**src/rtl/run_monitor_if.sv**
```systemverilog
// run_monitor_if: valid/ready stream carrying dumped data-memory words.
//   dump_valid : dump_data/dump_idx hold a word (producer -> consumer)
//   dump_ready : consumer takes the word on this edge (consumer -> producer)
//   dump_data  : dumped 32-bit word
//   dump_idx   : offset of dump_data from the dump base word index
interface run_monitor_if;
  logic        dump_valid;
  logic        dump_ready;
  logic [31:0] dump_data;
  logic [7:0]  dump_idx;

  modport master (
    output dump_valid,
    output dump_data,
    output dump_idx,
    input  dump_ready
  );

  modport slave (
    input  dump_valid,
    input  dump_data,
    input  dump_idx,
    output dump_ready
  );
endinterface

```
**src/rtl/run_monitor.sv**
```systemverilog
// run_monitor: snoops CPU data-memory traffic, counts run and stall cycles,
// detects the terminating store to HALT_ADDR, then freezes the CPU and
// streams DUMP_LEN words starting at DUMP_BASE out of dmem.
//
// Ports:
//   clk, rst     : clock, synchronous active-high reset
//   daddr        : CPU data byte address
//   ddataout     : CPU store data
//   we           : CPU store strobe
//   stall        : CPU pipeline stall indicator
//   mem_a        : word index to the dmem read port
//   mem_rd       : combinational dmem read data for mem_a
//   halt         : freeze request (DUMP and DONE)
//   dump         : valid/ready word stream (run_monitor_if.master)
//   done         : dump complete or watchdog expired
//   timeout      : run ended by the watchdog
//   result       : data of the halt store
//   cycle_count  : run cycles (halt edge excluded)
//   stall_count  : stalled run cycles (halt edge excluded)
//
// Optional feature: define RUN_WATCHDOG_EN to end a run that reaches
// WATCHDOG_MAX cycles without a halt store.
module run_monitor #(
  parameter logic [31:0] HALT_ADDR    = 32'd100,
  parameter logic [15:0] DUMP_BASE    = 16'd200,
  parameter int          DUMP_LEN     = 100,
  parameter int          WATCHDOG_MAX = 100000
) (
  input  logic                 clk,
  input  logic                 rst,
  input  logic [31:0]          daddr,
  input  logic [31:0]          ddataout,
  input  logic                 we,
  input  logic                 stall,
  output logic [15:0]          mem_a,
  input  logic [31:0]          mem_rd,
  output logic                 halt,
  run_monitor_if.master        dump,
  output logic                 done,
  output logic                 timeout,
  output logic [31:0]          result,
  output logic [31:0]          cycle_count,
  output logic [31:0]          stall_count
);

  localparam logic [1:0] RUN  = 2'd0;
  localparam logic [1:0] DUMP = 2'd1;
  localparam logic [1:0] DONE = 2'd2;

  localparam logic [8:0]  dump_len_w = 9'(DUMP_LEN);
  localparam logic [31:0] wd_last    = 32'(WATCHDOG_MAX - 1);
  localparam logic [31:0] wd_top     = 32'(WATCHDOG_MAX);

`ifdef RUN_WATCHDOG_EN
  localparam bit wd_en = 1'b1;
`else
  // Watchdog compare is constant-false, so timeout stays 0 and RUN never ends
  // except by a halt store.
  localparam bit wd_en = 1'b0;
`endif

  logic [1:0]  state;
  logic [8:0]  ptr;
  logic        dump_valid_q;
  logic [31:0] dump_data_q;
  logic [7:0]  dump_idx_q;
  logic        timeout_q;

  logic halt_store;
  logic fetch;
  logic last_taken;

  assign halt_store = we && (daddr == HALT_ADDR);
  // A new word may be fetched whenever the output slot is empty or is being
  // consumed on this same edge, which gives one word per cycle under ready.
  assign fetch      = (ptr < dump_len_w) && (!dump_valid_q || dump.dump_ready);
  assign last_taken = dump_valid_q && dump.dump_ready && (ptr == dump_len_w);

  // Index is truncated to 16 bits by the sized sum.
  assign mem_a = (state == DUMP) ? 16'(DUMP_BASE + {7'd0, ptr}) : DUMP_BASE;

  assign halt    = (state == DUMP) || (state == DONE);
  assign done    = (state == DONE);
  assign timeout = timeout_q;

  assign dump.dump_valid = dump_valid_q;
  assign dump.dump_data  = dump_data_q;
  assign dump.dump_idx   = dump_idx_q;

  // NOTE: every register here is updated with non-blocking assignments so all
  // reads in this block see pre-edge values regardless of statement order.
  always_ff @(posedge clk) begin
    if (rst) begin
      state        <= RUN;
      ptr          <= '0;
      dump_valid_q <= 1'b0;
      dump_data_q  <= '0;
      dump_idx_q   <= '0;
      timeout_q    <= 1'b0;
      result       <= '0;
      cycle_count  <= '0;
      stall_count  <= '0;
    end else begin
      case (state)
        RUN: begin
          if (halt_store) begin
            // The halt edge itself is not a counted run cycle.
            result <= ddataout;
            state  <= DUMP;
          end else if (wd_en && (cycle_count == wd_last)) begin
            cycle_count <= wd_top;
            stall_count <= stall_count + {31'd0, stall};
            timeout_q   <= 1'b1;
            state       <= DONE;
          end else begin
            cycle_count <= cycle_count + 32'd1;
            stall_count <= stall_count + {31'd0, stall};
          end
        end

        DUMP: begin
          if (fetch) begin
            dump_data_q  <= mem_rd;
            dump_idx_q   <= ptr[7:0];
            dump_valid_q <= 1'b1;
            ptr          <= ptr + 9'd1;
          end else if (last_taken) begin
            dump_valid_q <= 1'b0;
            state        <= DONE;
          end
        end

        default: begin
          // DONE: frozen until reset.
        end
      endcase
    end
  end

endmodule
```
**src/flat_wrapper.sv**
```systemverilog
// flat-port wrapper written by rule: the top's interface ports become plain ports
module run_monitor_flat 
#(
  parameter logic [31:0] HALT_ADDR    = 32'd100,
  parameter logic [15:0] DUMP_BASE    = 16'd200,
  parameter int          DUMP_LEN     = 100,
  parameter int          WATCHDOG_MAX = 100000
)
  (clk, rst, daddr, ddataout, we, stall, mem_a, mem_rd, halt, done, timeout, result, cycle_count, stall_count, dump_dump_valid, dump_dump_data, dump_dump_idx, dump_dump_ready);
  run_monitor_if dump_i ();
  input  logic clk;
  input  logic rst;
  input  logic [31:0] daddr;
  input  logic [31:0] ddataout;
  input  logic we;
  input  logic stall;
  output logic [15:0] mem_a;
  input  logic [31:0] mem_rd;
  output logic halt;
  output logic done;
  output logic timeout;
  output logic [31:0] result;
  output logic [31:0] cycle_count;
  output logic [31:0] stall_count;
  output wire logic [$bits(dump_i.dump_valid)-1:0] dump_dump_valid;
  output wire logic [$bits(dump_i.dump_data)-1:0] dump_dump_data;
  output wire logic [$bits(dump_i.dump_idx)-1:0] dump_dump_idx;
  input wire logic [$bits(dump_i.dump_ready)-1:0] dump_dump_ready;
  assign dump_dump_valid = dump_i.dump_valid;
  assign dump_dump_data = dump_i.dump_data;
  assign dump_dump_idx = dump_i.dump_idx;
  assign dump_i.dump_ready = dump_dump_ready;
  run_monitor #(.HALT_ADDR(HALT_ADDR), .DUMP_BASE(DUMP_BASE), .DUMP_LEN(DUMP_LEN), .WATCHDOG_MAX(WATCHDOG_MAX)) u_core (.clk(clk), .rst(rst), .daddr(daddr), .ddataout(ddataout), .we(we), .stall(stall), .mem_a(mem_a), .mem_rd(mem_rd), .halt(halt), .dump(dump_i), .done(done), .timeout(timeout), .result(result), .cycle_count(cycle_count), .stall_count(stall_count));
endmodule
```
**config.mk**
```make
export PLATFORM = sky130hd
export DESIGN_NAME = run_monitor_flat
export DESIGN_NICKNAME = d
export VERILOG_FILES = /design/src/rtl/run_monitor_if.sv /design/src/rtl/run_monitor.sv /design/src/flat_wrapper.sv
export SDC_FILE = /design/constraint.sdc
export NUM_CORES = 1
export LEC_CHECK = 0
export ABC_CLOCK_PERIOD_IN_PS = 6200
export BUFFER_PORTS_ARGS = -buffer_cell sky130_fd_sc_hd__buf_2
export CELL_PAD_IN_SITES_DETAIL_PLACEMENT = 0
export CELL_PAD_IN_SITES_GLOBAL_PLACEMENT = 1
export CORE_MARGIN = 5
export CORE_UTILIZATION = 38
export DETAILED_ROUTE_END_ITERATION = 7
export GPL_ROUTABILITY_DRIVEN = 0
export HOLD_SLACK_MARGIN = 0.08
export PLACE_DENSITY = 0.84
export SLEW_MARGIN = 20
export SYNTH_ARGS = -nofsm -noshare
export SYNTH_HDL_FRONTEND = slang
export SYNTH_SLANG_ARGS = --single-unit
```
**constraint.sdc**
```tcl
create_clock -name clk -period 6.2 [get_ports clk]
set_clock_uncertainty 0.2 [all_clocks]
set_input_delay 0.31 -clock clk [delete_from_list [all_inputs] [get_ports clk]]
set_output_delay 0.31 -clock clk [all_outputs]
set_load 0.05 [all_outputs]
```
==> run summary <==
The number of rows created at floorplan is 48. For the final-report hold violation count, the log shows 0. The flow ran to the end, and the final reports show no timing, DRC or antenna violations. The synthesized netlist occupies a cell area of 6650 sq um. The die covers 20,300 sq um.

Depth of the most critical reg-to-reg path: 7. The tool flagged a number of max-cap violations equal to 0. Of all flip-flops after synthesis, the portion carrying an async set or reset was 0%. Clock latency at the later pin of the worst-skew pair: 0.41 ns.

From synthesis to final layout, the design area changed by 38.6%. The tools report the sequential share of power as 40.8%. Setup violations remaining at the end of the flow were counted as 0. Across all layers, the routed design uses 6,522 vias. For the placeable core region, the log shows 17,200 sq um.

The signal on the critical path passes through inv_1 > ha_1 > nand3_1 > nor4_1 > o311ai_1 > nor4_1 > mux2_2. The logs give 148 for the clock net sink count and 331 MHz for the maximum clock rate. The run gives 6,298 as the number of global-route vias before repair.

The most common library cell in the layout ignoring fill and taps was sky130_fd_sc_hd__buf_2. The final critical-path required period works out to 3.02 ns. Per report_power, the combinational group accounts for 20.9% of the total. The number of placed instances, taps included, is 1,214. The path class of the tightest hold or removal check is input pin to flop.

The logs give 3.18 ns for the register-to-register path setup slack and 19.0% for the total global routing track utilization. The worst setup path is captured at a flop. The count of unresolved DRC violations after routing was 0; the endpoint required time on the critical path was 6.30 ns. The dominant cell type by count on the critical path was sky130_fd_sc_hd__nor4_1. For the maximum number of pins on one net before global-route repair, the log shows 101. The logs give 2530 uW for the power after layout and 0 for the post-cts gate resize count.

The type of the setup path with the least slack was flop to flop. For this configuration, the core starts out at a cell density of 38.6%. The maximum level of the CTS H-tree is 4, and the synthesized area per cell is 8.45 sq um.

Counting flops with a built-in enable in the synthesized netlist gives 0. The root cell of the clock tree is sky130_fd_sc_hd__clkbuf_16. Of the available clock period, the critical path in the final layout requires 48.7%.

In the layout the commonest cells are 248 x sky130_fd_sc_hd__buf_2, 148 x sky130_fd_sc_hd__dfxtp_1, 112 x sky130_fd_sc_hd__nand2_1, 81 x sky130_fd_sc_hd__a21oi_1, 78 x sky130_fd_sc_hd__nor2_1. The endpoint identified for the worst register-to-register timing path is u_core.stall_count[27]. The tools report the launch instance of the worst register-to-register path as u_core.state[0]. During synthesis, Yosys emitted a total of 0 warnings. The leakage component of the power is 0.00380 uW.

The hold path startpoint was dump_dump_ready. The number of antenna diodes in the final layout is 0. TritonCTS built the clock tree. The tools report the residual overflow from global routing as 0. The most used flip-flop cell after synthesis is sky130_fd_sc_hd__dfxtp_1.

The floorplan step set the die width to 142 um. Cell internal power was estimated by the tool at 1680 uW. The die outline height came out at 142 um. By area the synthesized netlist is led by sky130_fd_sc_hd__dfxtp_1 45%, sky130_fd_sc_hd__nand2_1 6.3%, sky130_fd_sc_hd__a21oi_1 6.1%. The run gives 1,311 as the post-route non-filler standard cell count. Of the cells placed in the final design, the portion with a size suffix greater than 1 is 29.4%.

Per report_power, the clock group accounts for 38.2% of the total. The run gives 3.12 ns as the arrival time of the worst setup path. Net switching is 33.5% of the power.

The routed wire length is 19.8 mm, and the flop and latch count out of synthesis is 148. The clock passes through at most 2 buffers. The number of max-slew violations in the final report was 0; the power per cell area was 275 nW/um^2.

The gate count after technology mapping is 787, and the detailed placer's ending HPWL is 13.4 mm. Setup repair after global routing left no endpoint under its margin. Dividing the detail-routed wire length by the instance count gives 15.1 um. The tightest hold path in the finished design has a slack of 0.163 ns.

The first global-routing pass estimated 31.8 mm of wire. The post-detailed-route via-to-cell ratio is 4.97, and the number of antenna violations at the first check in global routing is 0. Across the VDD grid, the largest voltage drop is 0.208 mV.

In the final design database the tool counted 1,185 nets. Summed over all failing endpoints, the final setup total negative slack is 0 ns. In this run, the number of DRC markers left after iteration 0 of detailed routing was 367. Of all nets on the critical path, the largest fanout is 7.

After clock tree synthesis, the clock-pin slew on the worst setup and hold paths is 0.06 ns. After clock tree synthesis, the flow added hold-fix buffers numbering 65. The share of synthesized area in the top cell type comes to 44.5%.

257 I/O pins were placed. The cell accounting for the most synthesized area is sky130_fd_sc_hd__dfxtp_1. The slowest stage of the critical path is the sky130_fd_sc_hd__nor4_1 cell. For this design the total switching power over the nets is 847 uW. The worst pin sits at a relative slew slack of 29.7%. The tools report the launching element type of the critical path as a flop. The number of library cell types mapped by synthesis is 51. The worst hold path terminates at u_core.dump.dump_idx[6].

Clock tree synthesis inserted a total of 17 buffers. The final cell utilization of the core was 53.5%; the delay of the slowest cell on the worst path was 0.57 ns. For the pin with the worst max-slew slack, the measured transition is 1.05 ns. The first TritonRoute pass finished after 5 iterations.

Fill cells in the final layout number 1,614. The number of setup buffers added after CTS is 0. Once detail routing completed, the nets flagged for antenna violations numbered 0. Counting instances, the worst hold path has a depth of 4. For the register area share after synthesis, the log shows 44.5%. The number of buffer cells added on primary ports works out to 249.
## per-stage QoR
step	setup WS, ns	area [sq um]
2_1_floorplan	3.27	6680
3_3_place_gp	3.15	8000
6_report	3.18	9220
4_1_cts	3.09	9220
5_1_grt	2.91	9220
3_5_place_dp	3.13	8010
## metal layers
layer  part of all wire, %  vias up  track usage [%]  wire length, um
li1                      -     3306                -                -
met1                    44     2999             24.4             8650
met2                    47      192             30.7             9320
met3                   7.9       25             6.15             1570
met4                   1.5        0             5.60              291
met5                     0        -                0                0
## worst max-delay path by stage
stage,to,cells after the start,slack [ns],from
CTS,u_core.stall_count[27],7,3.09,u_core.state[0]
global placement,u_core.cycle_count[21],6,3.15,daddr[7]
floorplan,u_core.stall_count[28],8,3.27,u_core.stall_count[0]
detailed placement,u_core.stall_count[27],7,3.13,u_core.state[0]
finish,u_core.stall_count[27],7,3.18,u_core.state[0]
global route,u_core.ptr[7],7,2.91,u_core.state[1]
## flip-flops by register name (all words and copies together), names as in the netlist
| signal | flops |
|---|---|
| u_core.ptr | 9 |
| u_core.result | 32 |
| u_core.dump.dump_data | 32 |
| u_core.state | 2 |
| u_core.stall_count | 32 |
| u_core.dump.dump_idx | 8 |
| u_core.cycle_count | 32 |
| u_core.dump.dump_valid | 1 |
## critical path: cells and delay by family (launching register included)
kind | cells | cell delay [ns]
AO/OA/AOI/OAI | 1 | 0.45
adder cells (fa/ha/maj) | 1 | 0.45
buffers and inverters | 1 | 0.09
flip-flops | 1 | 0.31
multiplexers | 1 | 0.37
AND/OR/NAND/NOR | 3 | 1.05
## power groups by stage
| stage | Clock [uW] | Sequential [uW] | Combinational, uW |
|---|---|---|---|
| 2_1_floorplan | 0 | 1210 | 211 |
| 3_3_place_gp | 0 | 1050 | 494 |
| 3_5_place_dp | 0 | 1050 | 499 |
| 4_1_cts | 998 | 1030 | 533 |
| 5_1_grt | 1040 | 1040 | 574 |
| 6_report | 968 | 1030 | 530 |
## synth_stat cells (17+ instances only)
| library cell | instances |
|---|---|
| sky130_fd_sc_hd__nor3_1 | 17 |
| sky130_fd_sc_hd__nor2b_1 | 18 |
| sky130_fd_sc_hd__clkbuf_1 | 35 |
| sky130_fd_sc_hd__nand2_1 | 112 |
| sky130_fd_sc_hd__inv_1 | 25 |
| sky130_fd_sc_hd__dfxtp_1 | 148 |
| sky130_fd_sc_hd__a21oi_1 | 81 |
| sky130_fd_sc_hd__nor2_1 | 78 |
| sky130_fd_sc_hd__nand3_1 | 18 |
| sky130_fd_sc_hd__or3_1 | 19 |
| sky130_fd_sc_hd__o21ai_0 | 20 |
| sky130_fd_sc_hd__o31ai_1 | 25 |
| sky130_fd_sc_hd__mux2i_1 | 36 |
| sky130_fd_sc_hd__or4_1 | 25 |
## area by class of cell
cell class | instances | area (sq um) | share of cell area (%)
multi-input combinational | 564 | 3400 | 36.9
timing repair buffer | 317 | 1920 | 20.8
sequential | 148 | 2960 | 32.1
inverter | 25 | 93.8 | 1.02
clock buffer | 18 | 439 | 4.76
clock inverter | 14 | 116 | 1.26
tap | 225 | 282 | 3.05
## cells by family after synthesis
kind of cell | count (synthesis) | share of synthesized area [%]
flip-flops | 148 | 44.5
buffers and inverters | 81 | 5.45
AND/OR/NAND/NOR | 347 | 26.4
XOR/XNOR | 11 | 1.45
other | 1 | 0.0564
adder cells (fa/ha/maj) | 11 | 2.07
AO/OA/AOI/OAI | 135 | 11.7
multiplexers | 53 | 8.29
Power figures use the tool's default switching activity.
